[config.mk]
export PLATFORM = sky130hd
export DESIGN_NAME = serial_adder
export DESIGN_NICKNAME = d
export VERILOG_FILES = /design/src/rtl/serial_adder.sv
export SDC_FILE = /design/constraint.sdc
export NUM_CORES = 1
export LEC_CHECK = 0
export ABC_AREA = 1
export CORE_UTILIZATION = 40
export CTS_CLUSTER_SIZE = 10
export DETAILED_ROUTE_END_ITERATION = 16
export REMOVE_ABC_BUFFERS = 1
export SYNTH_ARGS = -nofsm -noshare
export SYNTH_HDL_FRONTEND = slang
export SYNTH_SLANG_ARGS = --single-unit
[constraint.sdc]
create_clock -name clk_i -period 5.22 [get_ports clk_i]
set_clock_uncertainty 0.2 [all_clocks]
set_input_delay 0.522 -clock clk_i [delete_from_list [all_inputs] [get_ports clk_i]]
set_output_delay 0.522 -clock clk_i [all_outputs]
set_load 0.02 [all_outputs]
[src/rtl/serial_adder.sv]
// Digit-serial adder/subtractor: DIGIT bits per clock, LSB first, with the
// carry held in a flop between digits. Start/busy/done handshake for the ALU.
//
//   state | meaning
//   IDLE  | waiting for start, result outputs hold last value
//   RUN   | one digit processed per clock, N = WIDTH/DIGIT clocks
//   DONE  | one-cycle done pulse, start here begins the next op directly
module serial_adder #(
   parameter int WIDTH = 32,
   parameter int DIGIT = 1
) (
   input  logic             clk_i,
   input  logic             rst_i,
   input  logic             start_i,
   input  logic [WIDTH-1:0] a_i,
   input  logic [WIDTH-1:0] b_i,
   input  logic             carry_i,
   input  logic             sub_i,
   output logic             busy_o,
   output logic             done_o,
   output logic [WIDTH-1:0] sum_o,
   output logic             carry_o,
   output logic             overflow_o
);

   localparam int N  = WIDTH / DIGIT;
   localparam int CW = (N > 1) ? $clog2(N) : 1;
   localparam logic [CW-1:0] LAST = CW'(N - 1);

   generate
      if (WIDTH % DIGIT != 0) begin : g_bad_digit
         $fatal(1, "serial_adder: WIDTH must be a multiple of DIGIT");
      end
   endgenerate

   typedef enum logic [1:0] {IDLE, RUN, DONE} state_t;

   state_t           state;
   state_t           state_next;
   logic [CW-1:0]    cnt;
   logic [WIDTH-1:0] a_sh;
   logic [WIDTH-1:0] b_sh;
   logic [WIDTH-1:0] res_sh;
   logic [WIDTH-1:0] res_next;
   logic [DIGIT-1:0] dsum;
   logic             cy;
   logic             dig_ctop;
   logic             dig_cout;
   logic             accept;

   // a start is only honoured when no digit work is in flight
   assign accept   = start_i && (state == IDLE || state == DONE);
   assign res_next = WIDTH'({dsum, res_sh} >> DIGIT);

   // state register
   always_ff @(posedge clk_i) begin
      if (rst_i) state <= IDLE;
      else       state <= state_next;
   end

   // next-state decode
   always_comb begin
      state_next = state;
      case (state)
         IDLE:    if (start_i) state_next = RUN;
         RUN:     if (cnt == LAST) state_next = DONE;
         DONE:    state_next = start_i ? RUN : IDLE;
         default: state_next = IDLE;
      endcase
   end

   // handshake outputs are plain decodes of the registered state
   always_comb begin
      busy_o = (state == RUN);
      done_o = (state == DONE);
   end

   // ripple add of one digit; dig_ctop is the carry entering the digit's top bit
   always_comb begin : digit_add
      logic c;
      c        = cy;
      dsum     = '0;
      dig_ctop = 1'b0;
      for (int i = 0; i < DIGIT; i++) begin
         dig_ctop = c;
         dsum[i]  = a_sh[i] ^ b_sh[i] ^ c;
         c        = (a_sh[i] & b_sh[i]) | (c & (a_sh[i] ^ b_sh[i]));
      end
      dig_cout = c;
   end

   // operand shifters, digit carry, counter and result registers
   always_ff @(posedge clk_i) begin
      if (rst_i) begin
         a_sh       <= '0;
         b_sh       <= '0;
         res_sh     <= '0;
         cy         <= 1'b0;
         cnt        <= '0;
         sum_o      <= '0;
         carry_o    <= 1'b0;
         overflow_o <= 1'b0;
      end else if (accept) begin
         a_sh <= a_i;
         b_sh <= sub_i ? ~b_i : b_i;
         cy   <= sub_i ? 1'b1 : carry_i;
         cnt  <= '0;
      end else if (state == RUN) begin
         a_sh   <= a_sh >> DIGIT;
         b_sh   <= b_sh >> DIGIT;
         res_sh <= res_next;
         cy     <= dig_cout;
         cnt    <= cnt + 1'b1;
         if (cnt == LAST) begin
            sum_o      <= res_next;
            carry_o    <= dig_cout;
            overflow_o <= dig_ctop ^ dig_cout;
         end
      end
   end

endmodule

==> Word-level counts from Yosys, hierarchy flattened <==
Cells that the tools add are included.
{ "word_totals": {"wordCells": 43, "memories": 0, "inputBits": 69, "rom_bits": 0, "latch_bits": 0, "mem_bits_rw": 0, "out_inout_bits": 36, "regBits": 138} }
{ "op_classes": {"n_div": 0, "n_mul": 0, "addsub": 1, "mux": 12, "n_reduce_logical": 8, "n_eq_ne": 5, "bitwise_logic": 8, "n_shift": 0, "order_cmp": 0} }
{ "ops": {"columns": ["op", "n"], "rows": [
  ["$mux W32", 5],
  ["$not A32 Y32", 1],
  ["$pmux W2 S3", 1],
  ["$add A5 B1 Y5 const B", 1],
  ["$eq A5 B5 Y1 const B", 1],
  ["$mux W1", 4],
  ["$mux W2", 2],
  ["$reduce_and A2 Y1", 2],
  ["$reduce_and A3 Y1", 1],
  ["$xor A1 B1 Y1", 3],
  ["$and A1 B1 Y1", 2],
  ["$eq A2 B1 Y1 const B", 1],
  ["$eq A2 B2 Y1 const B", 1],
  ["$logic_not A2 Y1", 1],
  ["$ne A2 B1 Y1 const B", 1],
  ["$ne A2 B2 Y1 const B", 1],
  ["$reduce_bool A2 Y1", 1],
  ["$reduce_or A2 Y1", 1],
  ["$logic_and A1 B1 Y1", 1],
  ["$logic_or A1 B1 Y1", 1],
  ["$not A1 Y1", 1],
  ["$or A1 B1 Y1", 1]
]} }

==> Longest topological paths before layout <==
Gate-level depths: netlist (run 1).
{ "logic_depth": {"word_depth": 5, "ltp_mapped": 10, "mapped_depth_nobuf": 10} }

==> Worst setup path after synthesis (run 1) <==
No wires, ideal clock.
{ "synth_path": {"path_kind": "register -> register", "from": "register cnt[0]", "to": "register sum_o[18]", "required_time_ns": 4.903, "n_path_buf": 1, "period_less_slack_ns": 1.717, "setup_time_ns": 0.117, "t_arrival_ns": 1.400, "stages_incl_launch_ff": 10, "setup_slack_ns": 3.503, "cell_sequence": "dfxtp_1 -> ha_1 -> inv_1 -> nor3_1 -> ha_1 -> nand2_2 -> clkinv_2 -> nand2_2 -> buf_2 -> o21ai_1"} }
{ "synth_via": {"elab_chain_cells": 2} }
{ "synth_rtl": {"columns": ["element", "line", "source"], "rows": [
  ["start, declared", "40", "logic [CW-1:0] cnt;"],
  ["start signal, assigned", "113", "cnt <= cnt + 1'b1;"],
  ["$eq A5 B5 Y1", "114", "if (cnt == LAST) begin"],
  ["$reduce_and A3 Y1 (no line)", null, null],
  ["end signal, assigned", "115", "sum_o <= res_next;"],
  ["end, declared", "21", "output logic [WIDTH-1:0] sum_o,"]
]} }
No other way between the ends.
A chain may end at the register's enable or synchronous reset.

==> Final worst setup path (run 1) <==
{ "layout_path": {"from": "register state[0]", "to": "register a_sh[6]"} }
{ "layout_via": {"elab_chain_cells": 4} }
{ "layout_rtl": {"columns": ["element", "line", "source"], "rows": [
  ["start, declared", "38", "state_t state;"],
  ["start signal, assigned", "58", "else state <= state_next;"],
  ["$eq A2 B2 Y1 / $logic_not A2 Y1 (equally long branches)", "52", "assign accept = start_i && (state == IDLE || state == DONE);"],
  ["$logic_or A1 B1 Y1", "52", null],
  ["$logic_and A1 B1 Y1", "52", null],
  ["$mux W32 / $reduce_bool A2 Y1 (equally long branches)", null, null],
  ["end signal, assigned", "104", "a_sh <= a_i;"],
  ["end signal, assigned", "109", "a_sh <= a_sh >> DIGIT;"],
  ["end, declared", "41", "logic [WIDTH-1:0] a_sh;"]
]} }
Parallel ways exist; a longest one is shown, timed or not.

==> results by stage, run 1 <==
Worst setup path:
- The type of the worst setup path is register to register.
- STA puts the critical path data required time at 5.36 ns.
- For this run, the slowest stage of the critical path takes 0.77 ns.
- The critical path crosses 6 cells after its start point.
- The logic depth of the worst register-to-register path is 6.
- The critical path goes through inv_2, nand2_2, nand2_2, inv_2, nand2_1, a21oi_1.
- Data arrives at the worst endpoint at 3.45 ns.
- The top fanout value on the critical path is 64.
- The element type at the critical path end is a register.
- The cell with the largest stage delay on the worst path is sky130_fd_sc_hd__nand2_2.
- The buffers plus inverters on the worst setup path is 2.
- The nature of the critical path startpoint is a register.
- The kind of cell with the highest combined delay on the critical path is simple AND/OR/NAND/NOR gates.

STA:
- The maximum operating frequency is 0.302 GHz.
- The max-slew violation count was 0.
- The setup TNS is 0 ns.
- The ratio of final minimum period to clock period is 63.4%.
- The worst max-slew margin expressed relative to the limit is 27.9%.
- Setup repair after global routing left no endpoint under its margin.
- The transition at the pin with the smallest max-transition slack is 1.08 ns.
- The shortest period the worst path allows is 3.31 ns.
- The hold violation total from the final report is 0.
- Hold timing on the final database bottoms out at a slack of 0.264 ns.
- The final-report setup violation count is 0.

Place:
- The weighted congestion reported at the end of routability-driven placement is 0.756.
- The post-DP HPWL is 8160 microns.
- The count of buffers added on input and output ports is 104.

Die:
- In this run the vertical extent of the chip is 122 microns.
- The placeable core region is 0.0139 sq mm.
- In this run the horizontal extent of the chip is 122 microns.
- The initial utilization of the core area, before any placement, comes to 41.1%.
- The die covers 0.0148 sq mm.
- The floorplan has 43 rows.
- 105 I/O pins were placed.

Logic synthesis:
- The most common flop cell mapped by yosys is sky130_fd_sc_hd__dfxtp_1.
- The cell area after technology mapping is 0.00573 sq mm.
- The number of synthesized register bits is 137.
- The number of warning messages in the yosys log is 0.
- The synthesized design contains 0 enable-type register cells.
- The sequential area share after synthesis is 47.9%.
- The proportion of register bits with asynchronous set or reset after synthesis is 0%.
- After synthesis, the cell types taking the most area are sky130_fd_sc_hd__dfxtp_1, sky130_fd_sc_hd__nand2_1, sky130_fd_sc_hd__o21ai_0.
- In the synthesized netlist, the number of instances is 774.
- The area share of the leading cell type in the synthesized netlist is 47.9%.
- Summed over all instances, the cell type with the most area after synthesis is sky130_fd_sc_hd__dfxtp_1.
- The number of library cell types mapped by synthesis is 24.
- The cell with the most instances after synthesis is sky130_fd_sc_hd__nand2_1.
- The average cell area after synthesis is 7.40 sq um.
- Ranked by instance count, the synthesized netlist is headed by sky130_fd_sc_hd__nand2_1, sky130_fd_sc_hd__dfxtp_1, sky130_fd_sc_hd__o21ai_0.

Drt:
- For this run, design rule violations remaining after detail routing come to 0.
- The final route contains 5169 vias.
- The detail route stage leaves a number of antenna-violating nets equal to 0.
- The routed length per placed instance is 12.6 microns.
- The first detailed-routing pass took 5 iterations.
- The violation count after the first detailed-routing iteration is 347.
- The routed wire length is 13100 microns.
- In the routed layout, each cell is associated on average with a via count of 4.98.

Run status:
- The flow ran to the end, and the final reports show no timing, DRC or antenna violations.

CTS:
- The H-tree was split into 4 levels.
- Clock tree synthesis inserted a total of 17 buffers.
- The clock tree from TritonCTS is built.
- The number of buffers on the longest clock path is 2.
- The setup fix buffers added after clock tree synthesis is 0.
- The post-cts resize count is 0.
- The clock sink total is 137.
- CTS placed an instance of sky130_fd_sc_hd__clkbuf_16 at the clock tree root.
- The clock latency of the later-clocked register in the worst-skew pair is 0.41 ns.
- The count of hold buffers inserted by post-cts repair is 0.
- The clock transition at the register clock pins on the worst setup and hold paths after CTS is 0.06 ns.

Layout:
- The final-layout fill cell count is 1348.
- The combined flip-flop and latch cell area is 0.00274 sq mm.
- The ratio of cells with drive above 1 in the final layout is 6.06%.
- 0 antenna diodes ended up in the layout.
- Relative to the synthesized area, the layout overhead comes to 28.4%.
- The multi-input gate area in the final layout is 0.00250 sq mm.
- Measured on the finished design, the core utilization comes to 52.7%.
- The layout net count is 917.

Global routing:
- The number of global-route vias before repair is 4650.
- The total routing resource utilization after global routing is 18.7%.
- Entering global routing, the biggest net connects 84 pins.
- For this run the aggregate overflow at the end of global routing stands at 0.
- The wire length of the first global-routing pass is 22100 microns.
- The initial antenna violation count was 0.

Flow run:
- Across the run, the number of max-cap violations was 0.

Pwr:
- VDD sags by at most 0.241 mV.
- The power per unit of standard cell area is 358 mW/mm^2.
- The analysis attributes to cell leakage a power of 2.93 nW.

Hold path:
- The worst hold path passes through 2 cells.
- The classification of the worst-slack hold path is register to register.
-- stage by stage --
stage | instances | total power [mW] | worst slack, ns | area (sq um)
2_1_floorplan | 718 | 1.34 | 1.95 | 5460
5_1_grt | 1038 | 2.75 | 1.48 | 7350
3_3_place_gp | 1006 | 1.46 | 1.74 | 6760
3_5_place_dp | 1006 | 1.47 | 1.66 | 6760
4_1_cts | 1038 | 2.65 | 1.88 | 7350
6_report | 1038 | 2.63 | 1.91 | 7350
-- sequential cells by signal (all words and copies together) (netlist names) --
register	cells
a_sh	32
b_sh	32
carry_o	1
cnt	5
cy	1
overflow_o	1
res_sh	31
state	2
sum_o	32
-- power by group --
part | total [mW] | leakage [nW] | switching, mW | internal, mW
sequential | 1.15 | 1.12 | 0.0359 | 1.12
combinational | 0.296 | 1.53 | 0.173 | 0.123
clock | 1.18 | 0.279 | 0.436 | 0.746
-- cell families (layout without fill, tap and decap cells) --
kind of cell	Yosys count	count (layout)	share of synthesized area, %
AOI/OAI and AO/OA	198	198	18.0
xor gates and xnor gates	20	20	3.06
adders and majority gates	3	3	0.787
buffers and inverters	118	202	8.65
DFF	137	137	47.9
and+or+nand+nor	298	298	21.6
-- final timing paths --
check | startpoint | slack, ns | end
max | state[0] | 1.91 | a_sh[6]
min reg2reg | sum_o[4] | 0.26 | sum_o[4]
min | sum_o[4] | 0.26 | sum_o[4]
max reg2reg | state[0] | 1.91 | a_sh[6]
-- final cells by class --
class	instances	area share (%)
Clock buffer	19	5.89
Clock inverter	13	2.09
Tap cell	180	3.06
Inverter	62	3.18
Multi-Input combinational cell	519	34.0
Timing Repair Buffer	108	14.4
Sequential cell	137	37.3
-- worst reg2reg max path, delay by kind of cell (launching register included) --
kind,cells,cell delay [ns]
AOI/OAI and AO/OA,1,0.16
DFF,1,0.65
buffers and inverters,2,0.61
and+or+nand+nor,3,1.62
-- cell usage in the layout, fill, tap and decap left out, types with 13 or more instances in the layout --
| cell type | count |
|---|---|
| sky130_fd_sc_hd__nand2_1 | 160 |
| sky130_fd_sc_hd__dfxtp_1 | 137 |
| sky130_fd_sc_hd__clkdlybuf4s50_1 | 102 |
| sky130_fd_sc_hd__o21ai_0 | 92 |
| sky130_fd_sc_hd__a21oi_1 | 79 |
| sky130_fd_sc_hd__nand3_1 | 58 |
| sky130_fd_sc_hd__inv_1 | 57 |
| sky130_fd_sc_hd__nor2_1 | 55 |
| sky130_fd_sc_hd__xor2_1 | 20 |
| sky130_fd_sc_hd__clkbuf_16 | 17 |
| sky130_fd_sc_hd__a211oi_1 | 15 |
| sky130_fd_sc_hd__nor3_1 | 13 |
-- metal layers --
metal / vias up / global-route usage, % / routed length [microns]
met3: 16 / 3.89 / 594
met4: 0 / 5.32 / 118
met5: - / 0 / 0
met1: 2360 / 25.2 / 6350
li1: 2667 / - / -
met2: 126 / 30.2 / 6050
No activity file was read; power rests on OpenSTA's default activity.
==> run 2, diff against run 1 <==
==> constraint.sdc (replaced) <==
create_clock -name clk_i -period 3.3 [get_ports clk_i]
set_clock_uncertainty 0.2 [all_clocks]
set_input_delay 0.33 -clock clk_i [delete_from_list [all_inputs] [get_ports clk_i]]
set_output_delay 0.33 -clock clk_i [all_outputs]
set_load 0.02 [all_outputs]
==> run 2 against run 1 <==
  * Worst hold slack got worse by 0.094 ns
  * Sequential share of layout area fell by 0.52 points
  * Design area rose by 1.4%
  * Die area did not move
  * Combinational power rose by 62%
  * Largest power group unchanged
  * Clock-buffer cell count fell by 1
  * Critical path depth fell by 2
  * Register-to-register slack got worse by 1.1 ns
==> results by stage, run 2 (same netlist as run 1, synthesis figures left out) <==
STA:
- The worst hold margin was 0.170 ns (-0.0936 ns).
- The hold violation total from the final report is 0 (unchanged).
- The maximum operating frequency is 0.370 GHz.
- The final-report setup violation count is 0 (unchanged).
- The setup TNS is 0 ns (unchanged).
- Setup repair after global routing left no endpoint under its margin.
- The worst max-slew margin expressed relative to the limit is 46.9% (+19 points).
- The ratio of final minimum period to clock period is 82.0%.
- The max-slew violation count is 0 (unchanged).
- The transition at the pin with the smallest max-transition slack was 0.797 ns (-0.282 ns).
- The shortest period the worst path allows is 2.70 ns.

Layout:
- The end-of-flow core utilization is 53.5% (+0.75 points).
- The layout overhead on the synthesized area is 30.2%.
- The ratio of cells with drive above 1 in the final layout is 6.73% (+0.67 points).
- The number of diodes added for antenna fixing is 0 (unchanged).
- The top cell types in the final layout, fill and taps aside, are sky130_fd_sc_hd__nand2_1, sky130_fd_sc_hd__dfxtp_1, sky130_fd_sc_hd__clkdlybuf4s50_1.
- The count of non-filler cells in the finished layout was 1042 (+0.39%).
- The area of all placed cells without fillers was 0.00745 sq mm (+1.4%).
- The library cell used most frequently in the layout, excluding fill and tap cells, is sky130_fd_sc_hd__nand2_1.
- In the final layout, the registers with the most flip-flops are a_sh (32), b_sh (32), sum_o (32).
- The layout net count is 922 (+0.55%).
- The final-layout fill cell count is 1366 (+1.3%).

Drt:
- The violation count after the first detailed-routing iteration is 328 (-5.5%).
- The via density per instance is 4.95 (-0.67%).
- The total number of vias is 5154 (-0.29%).
- The routed wire length came to 13600 microns (+3.5%).
- The routed length per placed instance is 13.0 microns (+3.1%).
- The final antenna-violating net count was 0 (unchanged).
- The first-pass iteration count of the detailed router is 4 (-1).
- The remaining routing DRC violations was 0 (unchanged).

Global routing:
- The number of global-route vias before repair is 4843 (+4.2%).
- The maximum number of pins on one net before global-route repair is 83 (-1.2%).
- The wire length of the first global-routing pass came to 22700 microns (+2.8%).
- The initial antenna violation count is 0 (unchanged).
- The leftover overflow at the end of global routing is 0 (unchanged).
- The total routing resource utilization after global routing is 19.6% (+0.83 points).

CTS:
- The setup fix buffers added after clock tree synthesis is 0 (unchanged).
- The cell at the root of the clock tree is sky130_fd_sc_hd__clkbuf_16.
- The post-cts resize count came to 0 (unchanged).
- The number of buffers on the longest clock path is 2 (unchanged).
- The count of hold buffers inserted by post-cts repair is 0 (unchanged).
- The clock transition at the register clock pins on the worst setup and hold paths after CTS is 0.06 ns (about the same).
- The clock latency of the later-clocked register in the worst-skew pair is 0.42 ns (about the same).
- The number of levels in the clock H-tree came to 4 (unchanged).
- The number of buffers created by CTS is 17 (unchanged).
- The clock tree from TritonCTS is built.
- The clock sink total came to 137 (unchanged).

Worst setup path:
- The type of the worst setup path is register to output pin.
- Traced cell by cell, the critical path runs through inv_2, nor2_4, buf_4, clkdlybuf4s50_1.
- Tracing the worst setup path back leads to its startpoint at state[0].
- STA classifies the critical path endpoint as an output pin.
- The top fanout value on the critical path is 21 (-67%).
- The worst setup path is launched from a register.
- The stage delay of the slowest cell on the critical path is 0.66 ns (-0.11 ns).
- The critical path arrival is 2.17 ns (-1.28 ns).
- The worst path required time is 2.77 ns (-2.59 ns).
- The startpoint of the lowest-slack register-to-register path is cnt[0].
- The slowest stage of the critical path is the sky130_fd_sc_hd__clkdlybuf4s50_1 cell.

Pwr:
- The total leakage power is 2.99 nW (+1.9%).
- The maximum resistive drop on vdd is 0.359 mV (+49%).
- The power per unit of standard cell area is 585 mW/mm^2 (+63%).

Die:
- The area of the die is 0.0148 sq mm (unchanged).
- The die extent in x came to 122 microns (unchanged).
- The number of ports placed on the die boundary was 105 (unchanged).
- The row count is 43 (unchanged).
- The placeable core region is 0.0139 sq mm (unchanged).
- The starting density of the core came to 41.1% (unchanged).
- The height of the chip was 122 microns (unchanged).

Place:
- The post-DP HPWL is 8670 microns (+6.3%).
- The instance count after placement with tap cells included is 1011 (+0.50%).
- The post-detailed-placement cell area came to 0.00681 sq mm (+0.74%).
- The weighted congestion reported at the end of routability-driven placement is 0.779 (+3.1%).
- The count of input and output buffers came to 104 (unchanged).

Hold path:
- The classification of the worst-slack hold path is input pin to register.
- The worst min-delay path startpoint is rst_i.

Flow run:
- The number of maximum-capacitance violations was 0 (unchanged).

Run status:
- The flow ran to the end, and the final reports show no timing, DRC or antenna violations.
==> run 2: through the flow <==
stage | total power, mW | setup WS, ns
after CTS | 4.40 | 0.588
final | 4.36 | 0.595
after global routing | 4.56 | 0.512
after floorplan | 2.13 | 0.0312
after global placement | 2.33 | 0.825
after detailed placement | 2.34 | 0.730
==> run 2: cell type report <==
class	instances	area (sq um)	area share (%)
multi-input cells	519	2500	33.5
clock buffers	18	439	5.89
clock inverters	13	201	2.70
inverters	62	234	3.14
flip-flops and latches	137	2740	36.8
well taps	180	225	3.02
repair buffers	113	1110	14.9
==> run 2: path summary, 6_finish.rpt <==
check,to,slack (ns),cells past startpoint
worst max-delay path,busy_o,0.60,4
worst min-delay path,res_sh[4],0.17,4
worst max register to register,carry_o,0.76,11
worst min register to register,a_sh[31],0.26,2
==> run 2: layer usage <==
layer  wire length (microns)  vias to the layer above  GRT usage [%]
li1                        -                     2671              -
met1                    6520                     2333           25.3
met2                    6190                      125           31.4
met4                     330                        0           8.49
met5                       0                        -              0
met3                     529                       25           4.21
==> run 2: power by group <==
part	switching, mW	leakage (nW)	internal, mW
clock network	0.703	0.308	1.35
logic	0.279	1.56	0.201
registers	0.0588	1.12	1.77
==> run 2: critical path: cells and delay by family, from the launching register on <==
family        cells  cell delay, ns
simple gates      1            0.10
flops             1            0.63
buf+inv           3            1.02
